### config.mk
export PLATFORM = sky130hd
export DESIGN_NAME = prog_tick_gen_flat
export DESIGN_NICKNAME = d
export VERILOG_FILES = /design/src/rtl/prog_tick_gen_if.sv /design/src/rtl/prog_tick_gen.sv /design/src/flat_wrapper.sv
export SDC_FILE = /design/constraint.sdc
export NUM_CORES = 1
export LEC_CHECK = 0
export BUFFER_PORTS_ARGS = -buffer_cell sky130_fd_sc_hd__buf_4
export CORE_ASPECT_RATIO = 0.5
export CORE_MARGIN = 10
export CORE_UTILIZATION = 23
export DETAILED_ROUTE_END_ITERATION = 8
export GPL_TIMING_DRIVEN = 0
export SYNTH_ARGS = -nofsm -noshare
export SYNTH_HDL_FRONTEND = slang
export SYNTH_SLANG_ARGS = --single-unit
### constraint.sdc
create_clock -name clock_i -period 3.25 [get_ports clock_i]
set_clock_uncertainty 0.15 [all_clocks]
set_input_delay 0 -clock clock_i [delete_from_list [all_inputs] [get_ports clock_i]]
set_output_delay 0 -clock clock_i [all_outputs]
set_load 0.01 [all_outputs]
### src/rtl/prog_tick_gen_if.sv
// Control/status bundle for prog_tick_gen: the controller drives the master side,
// the tick generator implements the slave side.
interface prog_tick_gen_if #(
    parameter int unsigned WIDTH = 16
) ();
    logic             enable;
    logic             mod_load;
    logic [WIDTH-1:0] mod_value;
    logic             mode_in;
    logic             start;
    logic             tick;
    logic [WIDTH-1:0] count;
    logic             busy;
    logic             load_pending;
    logic [WIDTH-1:0] mod_active;

    modport master (
        output enable, mod_load, mod_value, mode_in, start,
        input  tick, count, busy, load_pending, mod_active
    );

    modport slave (
        input  enable, mod_load, mod_value, mode_in, start,
        output tick, count, busy, load_pending, mod_active
    );
endinterface

### src/rtl/prog_tick_gen.sv
// Runtime-programmable tick generator: modulo counter with a shadowed modulo/mode
// that is applied only at period boundaries; periodic or start-armed one-shot.
module prog_tick_gen #(
    parameter int unsigned WIDTH       = 16,
    parameter int unsigned DEFAULT_MOD = 50000,
    parameter bit          DEFAULT_OS  = 1'b0
) (
    input logic            clock_i,
    input logic            sreset_i,
    prog_tick_gen_if.slave bus
);

    typedef enum logic [0:0] {StIdle, StRun} state_e;

    localparam logic [WIDTH-1:0] DefMod   = WIDTH'(DEFAULT_MOD);
    localparam logic [WIDTH-1:0] One      = WIDTH'(1);
    localparam state_e           DefState = DEFAULT_OS ? StIdle : StRun;

    state_e           state_q;
    logic [WIDTH-1:0] count_q;
    logic             tick_q;
    logic [WIDTH-1:0] mod_active_q;
    logic             mode_q;
    logic [WIDTH-1:0] shadow_mod_q;
    logic             shadow_mode_q;
    logic             pending_q;

    logic             mod_zero;
    logic             terminal;
    logic             apply;
    logic [WIDTH-1:0] new_mod;
    logic             new_mode;

    // A strobe coinciding with an apply point takes effect on that same edge.
    always_comb begin
        mod_zero = (mod_active_q == '0);
        terminal = (state_q == StRun) && bus.enable && !mod_zero
                   && (count_q == (mod_active_q - One));
        new_mod  = bus.mod_load ? bus.mod_value : shadow_mod_q;
        new_mode = bus.mod_load ? bus.mode_in : shadow_mode_q;
        apply    = (bus.mod_load || pending_q)
                   && (terminal || (state_q == StIdle) || mod_zero);
    end

    always_ff @(posedge clock_i) begin
        if (sreset_i) begin
            state_q       <= DefState;
            count_q       <= '0;
            tick_q        <= 1'b0;
            mod_active_q  <= DefMod;
            mode_q        <= DEFAULT_OS;
            shadow_mod_q  <= DefMod;
            shadow_mode_q <= DEFAULT_OS;
            pending_q     <= 1'b0;
        end else begin
            if (bus.mod_load) begin
                shadow_mod_q  <= bus.mod_value;
                shadow_mode_q <= bus.mode_in;
                pending_q     <= 1'b1;
            end
            if (apply) begin
                mod_active_q <= new_mod;
                mode_q       <= new_mode;
                pending_q    <= 1'b0;
                count_q      <= '0;
                // The terminal tick still belongs to the period of the old modulo.
                tick_q       <= terminal;
                if (!new_mode) begin
                    state_q <= StRun;
                end else if (state_q == StIdle) begin
                    state_q <= bus.start ? StRun : StIdle;
                end else if (terminal) begin
                    state_q <= StIdle;
                end
            end else begin
                tick_q <= 1'b0;
                case (state_q)
                    StIdle: begin
                        count_q <= '0;
                        if (bus.start && mode_q) begin
                            state_q <= StRun;
                        end
                    end
                    StRun: begin
                        if (bus.enable && !mod_zero) begin
                            if (terminal) begin
                                tick_q  <= 1'b1;
                                count_q <= '0;
                                if (mode_q) begin
                                    state_q <= StIdle;
                                end
                            end else begin
                                count_q <= count_q + One;
                            end
                        end
                    end
                    default: state_q <= DefState;
                endcase
            end
        end
    end

    assign bus.tick         = tick_q;
    assign bus.count        = count_q;
    assign bus.busy         = (state_q == StRun);
    assign bus.load_pending = pending_q;
    assign bus.mod_active   = mod_active_q;

endmodule

### src/flat_wrapper.sv
// flat-port wrapper written by rule: the top's interface ports become plain ports
module prog_tick_gen_flat 
#(
    parameter int unsigned WIDTH       = 16,
    parameter int unsigned DEFAULT_MOD = 50000,
    parameter bit          DEFAULT_OS  = 1'b0
)
  (clock_i, sreset_i, bus_enable, bus_mod_load, bus_mod_value, bus_mode_in, bus_start, bus_tick, bus_count, bus_busy, bus_load_pending, bus_mod_active);
  prog_tick_gen_if #(.WIDTH(WIDTH)) bus_i ();
  input logic clock_i;
  input logic sreset_i;
  input wire logic [$bits(bus_i.enable)-1:0] bus_enable;
  input wire logic [$bits(bus_i.mod_load)-1:0] bus_mod_load;
  input wire logic [$bits(bus_i.mod_value)-1:0] bus_mod_value;
  input wire logic [$bits(bus_i.mode_in)-1:0] bus_mode_in;
  input wire logic [$bits(bus_i.start)-1:0] bus_start;
  output wire logic [$bits(bus_i.tick)-1:0] bus_tick;
  output wire logic [$bits(bus_i.count)-1:0] bus_count;
  output wire logic [$bits(bus_i.busy)-1:0] bus_busy;
  output wire logic [$bits(bus_i.load_pending)-1:0] bus_load_pending;
  output wire logic [$bits(bus_i.mod_active)-1:0] bus_mod_active;
  assign bus_i.enable = bus_enable;
  assign bus_i.mod_load = bus_mod_load;
  assign bus_i.mod_value = bus_mod_value;
  assign bus_i.mode_in = bus_mode_in;
  assign bus_i.start = bus_start;
  assign bus_tick = bus_i.tick;
  assign bus_count = bus_i.count;
  assign bus_busy = bus_i.busy;
  assign bus_load_pending = bus_i.load_pending;
  assign bus_mod_active = bus_i.mod_active;
  prog_tick_gen #(.WIDTH(WIDTH), .DEFAULT_MOD(DEFAULT_MOD), .DEFAULT_OS(DEFAULT_OS)) u_core (.clock_i(clock_i), .sreset_i(sreset_i), .bus(bus_i));
endmodule
# Yosys cells after proc, flatten, opt, wreduce, memory -nomap -nowiden
# Cells that the tools add are included.
[totals]
register_bits = 53
latch_bits = 0
mem_bits_rw = 0
rom_bits = 0
word_cells = 44
mem_count = 0
[op_classes]
add_sub_neg = 2
mul = 0
n_div = 0
magnitude_cmp = 0
eq_ne = 2
shifts = 0
muxes = 19
bitwise = 1
n_reduce_logical = 12
[ops]
columns = ["cell", "n"]
rows = [
  ["$mux 16", 3],
  ["$pmux 16 s2", 1],
  ["$add 16x1->16 const B", 1],
  ["$eq 16x16->1", 1],
  ["$logic_not 16->1", 1],
  ["$sub 16x1->16 const B", 1],
  ["$mux 1", 14],
  ["$logic_and 1x1->1", 6],
  ["$logic_or 1x1->1", 3],
  ["$ne 2x2->1 const B", 1],
  ["$pmux 1 s2", 1],
  ["$reduce_or 2->1", 1],
  ["$logic_not 1->1", 1],
  ["$not 1->1", 1],
]

# Depth between registers and ports, before layout
# Gate-level depths: netlist (run 1).
[depth]
word_depth = 8
mapped_depth = 10
ltp_nobuf = 9

# Worst setup path after synthesis (run 1)
# Ideal clock, no wire load.
[synth_path]
path_kind = "register to register"
start = "register u_core.mod_active_q[4], in the netlist u_core.bus.mod_active[4]"
end = "register u_core.mod_active_q[10], in the netlist u_core.bus.mod_active[10]"
setup_time_ns = 0.121
arrival_time_ns = 3.059
required_ns = 2.979
setup_slack_ns = -0.080
stages_incl_launch_ff = 11
path_buffers = 3
period_less_slack_ns = 3.330
cell_sequence = "dfxtp_1 -> buf_6 -> or4_1 -> buf_2 -> or4_1 -> a211o_1 -> a221oi_4 -> nand4b_4 -> a31oi_4 -> buf_6 -> mux2_4"
[synth_between]
elab_chain_cells = 7
elab_cells_between_ends = 9
classes_between = "add/sub (1); eq/ne (1); reduce/logical (7)"
[synth_lines]
columns = ["item", "line", "source"]
rows = [
  ["start: declaration", "prog_tick_gen.sv:22", "logic [WIDTH-1:0] mod_active_q;"],
  ["start signal: assignment", "prog_tick_gen.sv:50", "mod_active_q <= DefMod;"],
  ["start signal: assignment", "prog_tick_gen.sv:62", "mod_active_q <= new_mod;"],
  ["branches (longest 5 deep; another with $sub 16x1->16)", "n/a", ""],
  ["$logic_or 1x1->1 *", "prog_tick_gen.sv:42", "&& (terminal || (state_q == StIdle) || mod_zero);"],
  ["$logic_and 1x1->1 *", "prog_tick_gen.sv:42", ""],
]
# Mark *: on every way between the ends.
# A chain may end at the register's enable or synchronous reset.

# Worst setup path after layout (run 1)
[layout_path]
start = "register u_core.mod_active_q[5], in the netlist u_core.bus.mod_active[5]"
end = "register u_core.mod_active_q[13], in the netlist u_core.bus.mod_active[13]"
# The elaborated chain is that of the path after synthesis.

==> results of run 1 <==
final cells by class:
cell class                 count  area share (%)
antenna                        1          0.0614
tap                          165            5.07
multi-input combinational    231            43.3
sequential                    53            26.4
inverter                       7           0.645
timing repair buffer          90            19.0
clock buffer                   5            3.07
buffer                        12            1.44
clock inverter                 2           0.952
metal layers:
layer / GRT usage (%) / vias to the layer above / part of all wire, %
met1: 10.9 / 1207 / 44
li1: - / 1262 / -
met5: 0 / - / 0
met3: 1.56 / 6 / 3.0
met4: 2.80 / 0 / 1.2
met2: 16.6 / 27 / 52
layout by cell type (no fill, tap or decap), drive strengths merged, types with 3 or more instances in the layout:
master | Yosys | final
xnor2 | 18 | 18
and3 | 4 | 4
nor2b | 18 | 18
and2 | 3 | 3
o211ai | 3 | 3
mux2i | 13 | 13
nor4 | 5 | 5
clkbuf | 11 | 15
xor2 | 13 | 13
a211o | 8 | 8
dfxtp | 53 | 53
ha | 3 | 3
mux2 | 18 | 18
buf | 6 | 72
a21oi | 3 | 3
or2 | 7 | 7
nand2 | 13 | 13
nand3 | 11 | 11
inv | 7 | 8
nor2 | 43 | 43
dlygate4sd3 | 0 | 20
nor3 | 8 | 8
or4 | 6 | 6
nand4 | 3 | 3
path summary, 6_finish.rpt:
kind                                               start                   endpoint  slack (ps)  cells past startpoint
worst max register to register  u_core.bus.mod_active[5]  u_core.bus.mod_active[13]         -60                      9
worst max-delay path            u_core.bus.mod_active[5]  u_core.bus.mod_active[13]         -60                      9
worst min-delay path                        bus_mod_load     u_core.shadow_mod_q[4]          80                      3
worst min register to register    u_core.shadow_mod_q[7]     u_core.shadow_mod_q[7]         370                      2
state kept, by name (all words and copies together) (netlist names):
name and flops:
u_core.bus.busy 1, u_core.bus.count 16, u_core.bus.load_pending 1, u_core.bus.mod_active 16, u_core.bus.tick 1, u_core.mode_q 1
u_core.shadow_mod_q 16, u_core.shadow_mode_q 1
logic make-up after synthesis:
| group | after synthesis |
|---|---|
| buffers and inverters | 24 |
| and+or+nand+nor | 131 |
| DFF | 53 |
| muxes | 31 |
| AOI/OAI and AO/OA | 35 |
| adders and majority gates | 3 |
| xor gates and xnor gates | 31 |
worst min-delay path: stages:
cell and delay [ps]:
clkbuf_1 210, nor2b_1 160, a211o_1 120
power by group through the flow:
stage / Clock (mW) / Sequential, mW / Combinational, mW
finish: 0.603 / 0.670 / 0.108
global route: 0.632 / 0.671 / 0.120
CTS: 0.617 / 0.670 / 0.108
detailed placement: 0 / 0.687 / 0.0863
global placement: 0 / 0.687 / 0.0856
floorplan: 0 / 0.687 / 0.0470
timing repair:
| item | CTS | global route |
|---|---|---|
| hold endpoints to repair | 32 | 0 |
| setup endpoints to repair | 31 | 32 |
| hold buffers | 20 | 0 |
| cloned | 1 | 1 |
| setup buffers | 9 | 5 |
| gates resized for setup | 21 | 10 |
| pin swaps | 1 | 7 |
through the flow:
step,utilization (%),total power [mW],instance area [sq um],setup slack (ps)
2_1_floorplan,-,0.734,2860,-11.2
3_3_place_gp,29.1,0.772,3480,-277
3_5_place_dp,29.1,0.774,3480,-260
4_1_cts,33.5,1.39,4020,-132
5_1_grt,34.0,1.42,4070,-119
6_report,34.0,1.38,4070,-64.4
==> results by group, run 1 <==
Logic synthesis
  – Xor and xnor area share after synthesis: under 10%
  – Synth Area in Compound Gates: 10.8%
  – Mapped Nets: ~330
  – Mapped Avg Cell Area: 9.29 sq um
  – Cell variety after synth: 54
  – Area contributors post-synth: dfxtp_1 (37%), nor2_1 (5.6%), xnor2_1 (5.5%)
  – Post-Synth Adder-Cell Area: about 1.3%
  – Synthesized instance count: approximately 310
  – Most common cell in the netlist: dfxtp_1
  – Sequential share of the synthesized area: 37.1%
  – Yosys warns: 0
  – Synthesized flop and latch total: 53
  – Top cells by count, synth: dfxtp_1 (53), nor2_1 (43), nor2b_1 (18), xnor2_1 (18)
  – Mapped cell area: around 2900 sq um
  – Largest family of logic cells by synthesized area: simple AND/OR/NAND/NOR gates
  – Number of synthesized flops with an enable pin: 0
  – Mux cell area share after synthesis: between 10 and 15%
  – Yosys top cell area share: 37.1%
  – Leading area contributor after synthesis: dfxtp_1
  – Synth async-reset ratio: 0%
  – Post-synth top flop: dfxtp_1
  – Simple-gate share of the synthesized area: 24.3%

Layout
  – Synthesis-to-finish area growth: 42.4%
  – Layout Nets: around 430
  – Share of layout cells above drive strength 1: about a third
  – Area of the multi-input gates: between 1500 and 2000 sq um
  – Fill cells: ~1,200
  – Final Instance Count excl. Fillers: 566
  – Area occupied by registers: 1070 sq um

Routing
  – DRT iter0 DRCs: 86
  – WL/cell: 14.6 microns
  – Vias: around 2,500
  – Number of nets still failing antenna checks after routing: 0
  – DR pass1 iterations: 4
  – Total wire length: 8240 microns
  – Vias per cell: about 4.4
  – Post-route DRC: 0

STA
  – Setup ws final: -64.4 ps
  – Worst-Margin Slew: 693 ps
  – Setup violators final: 17
  – Hold WS: a little over 80 ps
  – RSZ-0062 raised after global routing: yes
  – Setup TNS: -892 ps
  – Max transition margin: a little over half
  – Max Freq: a little over 300 MHz
  – Min cycle time layout: 3310 ps
  – Final period util: 102%
  – Hold Vio Cnt, Final: 0
  – Max Transition Viols Final: 0

Floorplanning
  – IO Count: 57
  – Die ar.: approximately 18,000 sq um
  – Die W: between 150 and 200 microns
  – Core ar.: 12,000 sq um
  – Starting Density: between 20% and 30%
  – Height of the chip: a little under 100 microns
  – Rows: 28

Clocking
  – Clock Sinks: 53
  – Clk_lat worst skew: 290 ps
  – TritonCTS clock tree: done
  – CTS buffer count: 5
  – CTS clk-pin slew, worst paths: around 70 ps
  – H-tree depth: 2
  – Clk root buf: clkbuf_16
  – Longest Clk Path Bufs: 2

Pwr
  – Internal power: ~1.1 mW
  – Max VDD drop: between 0.2 and 0.25 mV
  – Net Sw Frac: around 21%
  – Pwr Density: 339 nW/um^2
  – Seq pwr share: between 40 and 50%
  – Switching pwr: 0.297 mW
  – Clock Power Share: between 40% and 50%
  – Logic pwr share: about 8%
  – Leak pwr: 1.66 nW

Place
  – DP HPWL: ~6000 microns
  – Buffers on Ports: 55
  – Placed cell count: between 500 and 600
  – GPL Wtd Cong: 0.849

Worst setup path
  – CP max FO: 5
  – Critical path's most frequent cell: or4_4
  – Slowest CP cell: or4_4
  – CP peak stage delay: approximately 540 ps
  – Required @ worst endpoint: 3280 ps
  – CP delay by family, top: simple AND/OR/NAND/NOR gates
  – CP Cell Sequence: or4_4 -> or4_4 -> a211o_1 -> a221oi_4 -> nand4b_4 -> a31oi_4 -> buf_12 -> buf_8 -> mux2_4
  – Worst path bufs/invs: 2
  – Crit path DAT: approximately 3300 ps
  – Setup CP Type: flip-flop to flip-flop
  – Worst setup EP type: flip-flop
  – Startpoint Class: flip-flop

GRT
  – First-pass GRT wire length: between 10,000 and 15,000 microns
  – Vias in the first global route: roughly 2,500
  – Total gr overflow: 0
  – Initial antenna violation count: 1
  – Total track usage: a little under a tenth
  – Largest net degree at the start of global routing: 17

Run status
  – Status: finished, violations left
  – Failing checks: negative setup slack

Run
  – Max-cap violations: 0

Worst hold path
  – Hold Crit Class: input port to flip-flop
No activity file was read; power rests on OpenSTA's default activity.
==> inputs of run 2 (changes only) <==
Settings changed: CORE_ASPECT_RATIO 0.5 to not set, PLACE_DENSITY set to 0.5.
==> results by group, run 2 (synthesis results as in run 1) <==
Run status
  – Status: complete, no violations

GRT
  – First-pass GRT wire length: 14,100 microns (+4.7%)
  – Total track usage: 9.88% (+0.69 points)
  – Total gr overflow: 0 (unchanged)
  – Largest net degree at the start of global routing: 18 (+1)
  – Initial antenna violation count: 0 (-1)
  – Vias in the first global route: 2,627 (+3.3%)

Floorplanning
  – Die ar.: 17,300 sq um (-1.5%)
  – Starting Density: 23.6% (-0.26 points)
  – IO Count: 57 (unchanged)
  – Rows: 40 (+43%)
  – Height of the chip: 132 microns (+33%)
  – Core ar.: 12,100 sq um (+1.1%)
  – Die W: 132 microns (-26%)

Clocking
  – Longest Clk Path Bufs: 2 (unchanged)
  – TritonCTS clock tree: done
  – CTS clk-pin slew, worst paths: 70 ps (about the same)
  – Clk root buf: clkbuf_16
  – Clock Sinks: 53 (unchanged)
  – CTS buffer count: 5 (unchanged)
  – H-tree depth: 2 (unchanged)
  – Clk_lat worst skew: 290 ps (about the same)

Worst setup path
  – CP max FO: 9 (+4)
  – Setup CP Type: flip-flop to flip-flop
  – Crit path DAT: 3170 ps (-170 ps)
  – Startpoint Class: flip-flop
  – Worst setup EP type: flip-flop
  – Required @ worst endpoint: 3290 ps (about the same)

Layout
  – Ant. Diodes: 0 (-1)
  – Fill cells: 1,279 (+3.6%)
  – Share of layout cells above drive strength 1: 32.2% (+0.42 points)
  – Layout Nets: 425 (unchanged)
  – Synthesis-to-finish area growth: 41.5%
  – Most frequent cells in the layout: buf_4 (69), dfxtp_1 (48), nor2_1 (43), dlygate4sd3_1 (20)
  – Commonest non-fill, non-tap cell in the layout: buf_4
  – Final Instance Count excl. Fillers: 569 (+0.53%)
  – Fin util: 33.4% (-0.56 points)
  – Design Area, Final: 4050 sq um (-0.58%)

Pwr
  – Pwr Density: 332 nW/um^2 (-2.0%)
  – Seq pwr share: 49.8% (+1.3 points)
  – Net Sw Frac: 23.1% (+1.6 points)
  – Internal power: 1.03 mW (-4.6%)
  – Switching pwr: 0.310 mW (+4.6%)
  – Logic pwr share: 8.3% (+0.5 points)
  – Max VDD drop: 0.175 mV (-21%)
  – Leak pwr: 1.65 nW (-0.43%)
  – Clock Power Share: 41.9% (-1.8 points)

Routing
  – Vias: 2,549 (+1.9%)
  – Total wire length: 8790 microns (+6.7%)
  – Number of nets still failing antenna checks after routing: 0 (unchanged)
  – Vias per cell: 4.48 (+1.3%)
  – DR pass1 iterations: 4 (unchanged)
  – WL/cell: 15.5 microns (+6.2%)
  – DRT iter0 DRCs: 137 (+59%)
  – Post-route DRC: 0 (unchanged)

Run
  – Max-cap violations: 0 (unchanged)

STA
  – Hold WS: 99.4 ps (+17.5 ps)
  – Setup TNS: 0 ps (+892 ps)
  – Worst-Margin Slew: 712 ps (+18.8 ps)
  – Max Freq: 319 MHz (+5.7%)
  – Final period util: 96.5% (-5.5 points)
  – Hold Vio Cnt, Final: 0 (unchanged)
  – Max transition margin: 52.6% (-0.83 points)
  – Setup violators final: 0 (-17)
  – Max Transition Viols Final: 0 (unchanged)
  – Min cycle time layout: 3140 ps (-178 ps)
  – RSZ-0062 raised after global routing: no

Place
  – Buffers on Ports: 55 (unchanged)
  – DP HPWL: 6470 microns (+8.7%)
  – Placed cell count: 531 (+0.57%)
  – GPL Wtd Cong: 0.809 (-4.8%)
  – Placed cell areas: 3490 sq um (+0.11%)

Worst hold path
  – Hold Crit Class: input port to flip-flop
run 2: changes by cell type in the layout (fill, tap and decap cells not counted), sizes merged:
| cell | previous run | this run |
|---|---|---|
| diode | 1 | 0 |
| clkinvlp | 0 | 1 |
| buf | 72 | 73 |
| bufinv | 1 | 0 |
run 2: routing by layer:
metal  track usage (%)  vias to the layer above  wire length (microns)
li1                  -                     1262                      -
met1              12.2                     1232                   4050
met2              16.7                       46                   4260
met3              2.55                        9                    385
met4              2.29                        0                     97
met5                 0                        -                      0
run 2: per-stage QoR:
| stage | setup slack (ps) | power [mW] |
|---|---|---|
| after floorplan | -11.2 | 0.734 |
| after global placement | -292 | 0.774 |
| after detailed placement | -296 | 0.775 |
| after CTS | -75.6 | 1.37 |
| after global routing | 19.4 | 1.40 |
| final | 114 | 1.34 |
run 2: path summary, 6_finish.rpt:
path	start	end	slack, ps	cells past startpoint
setup / recovery	u_core.bus.mod_active[0]	u_core.mode_q	110	7
hold / removal	bus_mod_load	u_core.shadow_mod_q[4]	100	3
setup reg to reg	u_core.bus.mod_active[0]	u_core.mode_q	110	7
hold reg to reg	u_core.shadow_mod_q[2]	u_core.shadow_mod_q[2]	360	2
run 2: layout make-up:
type	instances	area [sq um]	area share (%)
Inverter	7	26.3	0.649
Sequential cell	53	1070	26.5
Buffer	12	57.6	1.42
Timing Repair Buffer	90	733	18.1
Tap cell	168	210	5.19
Multi-Input combinational cell	231	1790	44.3
Clock inverter	2	16.3	0.402
Clock buffer	6	139	3.43
run 2: what timing repair did:
action	4_1_cts	5_1_grt
setup endpoints to repair	31	30
hold endpoints to repair	29	0
hold buffers	20	0
pin swaps	6	7
resized for setup	22	14
buffers inserted	10	5
gates cloned	1	0
run 2: power groups by stage:
stage	combinational [mW]	sequential, mW	clock, mW
floorplan	0.0470	0.687	0
global placement	0.0869	0.687	0
detailed placement	0.0880	0.687	0
CTS	0.109	0.670	0.587
global route	0.123	0.672	0.610
finish	0.112	0.670	0.563
run 2: critical path, stage by stage, from the launching register on:
cell	delay, ps
dfxtp_2	380
inv_1	120
ha_1	140
or4b_2	660
or4_2	760
a31oi_4	290
buf_6	190
mux2_1	320
==> inputs of run 3 (changes only) <==
Settings changed: PLACE_DENSITY 0.5 to 0.49, SKIP_LAST_GASP set to 1.
Clock period 3.25 ns to 3.2 ns, I/O delays scaled along.
==> results by group, run 3 (synthesis results as in run 1) <==
Floorplanning
  – Core ar.: 12,100 sq um (unchanged)
  – Height of the chip: 132 microns (unchanged)
  – Rows: 40 (unchanged)
  – Starting Density: 23.6% (unchanged)
  – IO Count: 57 (unchanged)
  – Die W: 132 microns (unchanged)
  – Die ar.: 17,300 sq um (unchanged)

STA
  – Hold WS: 89.9 ps (-9.48 ps)
  – Max Transition Viols Final: 0 (unchanged)
  – Max transition margin: 53.4% (+0.88 points)
  – Setup violators final: 17 (+17)
  – Setup ws final: -87.6 ps (-201 ps)
  – Worst-Margin Slew: 698 ps (-13.2 ps)
  – RSZ-0062 raised after global routing: yes
  – Min cycle time layout: 3290 ps (+151 ps)
  – Final period util: 103% (+6.2 points)
  – Max Freq: 304 MHz (-4.6%)
  – Hold Vio Cnt, Final: 0 (unchanged)

Clocking
  – H-tree depth: 2 (unchanged)
  – CTS clk-pin slew, worst paths: 80 ps (about the same)
  – CTS buffer count: 5 (unchanged)
  – TritonCTS clock tree: done
  – Longest Clk Path Bufs: 2 (unchanged)
  – Clk_lat worst skew: 300 ps (about the same)
  – Clk root buf: clkbuf_16
  – Clock Sinks: 53 (unchanged)

Run status
  – Failing checks: negative setup slack
  – Status: finished, violations left

Layout
  – Most frequent cells in the layout: buf_4 (67), dfxtp_1 (48), nor2_1 (43), dlygate4sd3_1 (20)
  – Ant. Diodes: 0 (unchanged)
  – Layout Nets: 428 (+0.71%)
  – Design Area, Final: 4130 sq um (+1.9%)
  – Synthesis-to-finish area growth: 44.2%
  – Share of layout cells above drive strength 1: 32.9% (+0.75 points)
  – Commonest non-fill, non-tap cell in the layout: buf_4

Place
  – DP HPWL: 6490 microns (+0.18%)
  – Buffers on Ports: 55 (unchanged)
  – GPL Wtd Cong: 0.803 (-0.69%)
  – Placed cell areas: 3510 sq um (+0.65%)

Routing
  – Vias: 2,557 (+0.31%)
  – DRT iter0 DRCs: 133 (-2.9%)
  – DR pass1 iterations: 4 (unchanged)
  – Post-route DRC: 0 (unchanged)
  – WL/cell: 15.4 microns (-0.35%)
  – Vias per cell: 4.47 (-0.21%)
  – Number of nets still failing antenna checks after routing: 0 (unchanged)
  – Total wire length: 8810 microns (+0.17%)

Pwr
  – Switching pwr: 0.333 mW (+7.4%)
  – Seq pwr share: 49.7% (about the same)
  – Net Sw Frac: 24.4% (+1.3 points)
  – Logic pwr share: 8.2% (about the same)
  – Final Power: 1.37 mW (+1.8%)
  – Pwr Density: 332 nW/um^2 (-0.13%)
  – Clock Power Share: 42.1% (+0.2 points)
  – Leak pwr: 1.68 nW (+1.8%)
  – Internal power: 1.03 mW (about the same)
  – Max VDD drop: 0.214 mV (+23%)

GRT
  – Vias in the first global route: 2,586 (-1.6%)
  – Total track usage: 10.0% (+0.15 points)
  – Largest net degree at the start of global routing: 20 (+2)
  – First-pass GRT wire length: 14,100 microns (unchanged)
  – Initial antenna violation count: 0 (unchanged)
  – Total gr overflow: 0 (unchanged)

Worst setup path
  – Required @ worst endpoint: 3240 ps (-50 ps)
  – Setup CP Type: flip-flop to flip-flop
  – CP max FO: 5 (-4)
  – Crit path DAT: 3330 ps (+160 ps)
  – Worst setup EP type: flip-flop
  – Startpoint Class: flip-flop

Run
  – Max-cap violations: 0 (unchanged)

Worst hold path
  – Hold Crit Class: input port to flip-flop
## run 3: cell types whose count changed in the layout (fill, tap and decap cells not counted), sizes merged
cell	change
clkinv	+1
buf	+2
inv	+1
clkinvlp	-1
## run 3: repair_timing
item / 4_1_cts / 5_1_grt
resized for setup: 19 / 14
pin swaps: 2 / 8
buffers inserted: 12 / 4
endpoints found under the hold margin: 33 / 0
cloned: 1 / 1
hold buffers: 20 / 0
endpoints found under the setup margin: 35 / 32
## run 3: through the flow
stage	setup TNS [ps]	cells	util (%)	worst slack, ps
CTS	-2530	570	33.5	-173
floorplan	-812	308	-	-61.2
global route	-2910	572	34.1	-189
global placement	-7080	531	29.0	-311
finish	-1170	572	34.1	-87.6
detailed placement	-8830	531	29.0	-327
## run 3: power by group through the flow
stage,logic (mW),clock network (mW),registers (mW)
2_1_floorplan,0.0480,0,0.698
3_3_place_gp,0.0879,0,0.698
3_5_place_dp,0.0897,0,0.698
4_1_cts,0.112,0.599,0.681
5_1_grt,0.124,0.620,0.682
6_report,0.113,0.576,0.680
## run 3: layout make-up
| type | instances | area (sq um) |
|---|---|---|
| clock buffers | 5 | 125 |
| flip-flops and latches | 53 | 1070 |
| clock inverters | 3 | 28.8 |
| inverters | 7 | 26.3 |
| repair buffers | 92 | 795 |
| plain buffers | 13 | 81.3 |
| fillers | 1302 | 7990 |
| multi-input cells | 231 | 1790 |
| well taps | 168 | 210 |
## run 3: critical path, cell delays in order, from the launching register on
cell	delay (ps)
dfxtp_4	350
or4_4	540
or4_4	480
a211o_1	360
a221oi_4	310
nand4b_4	180
a31oi_4	250
buf_12	150
buf_8	120
mux2_4	290
## run 3: worst paths after layout
| kind | from | endpoint | slack [ps] | cells after the start |
|---|---|---|---|---|
| setup / recovery | u_core.bus.mod_active[5] | u_core.mode_q | -90 | 9 |
| hold / removal | bus_mod_load | u_core.shadow_mod_q[4] | 90 | 3 |
| setup reg to reg | u_core.bus.mod_active[5] | u_core.mode_q | -90 | 9 |
| hold reg to reg | u_core.shadow_mod_q[2] | u_core.shadow_mod_q[2] | 360 | 2 |
## run 3: metal layers
layer / routed length, microns / share of wire [%] / GRT usage (%) / vias to the layer above
met5: 0 / 0 / 0 / -
met1: 3900 / 44 / 11.8 / 1221
li1: - / - / - / 1267
met2: 4320 / 49 / 17.2 / 60
met4: 107 / 1.2 / 2.90 / 0
met3: 480 / 5.5 / 2.93 / 9
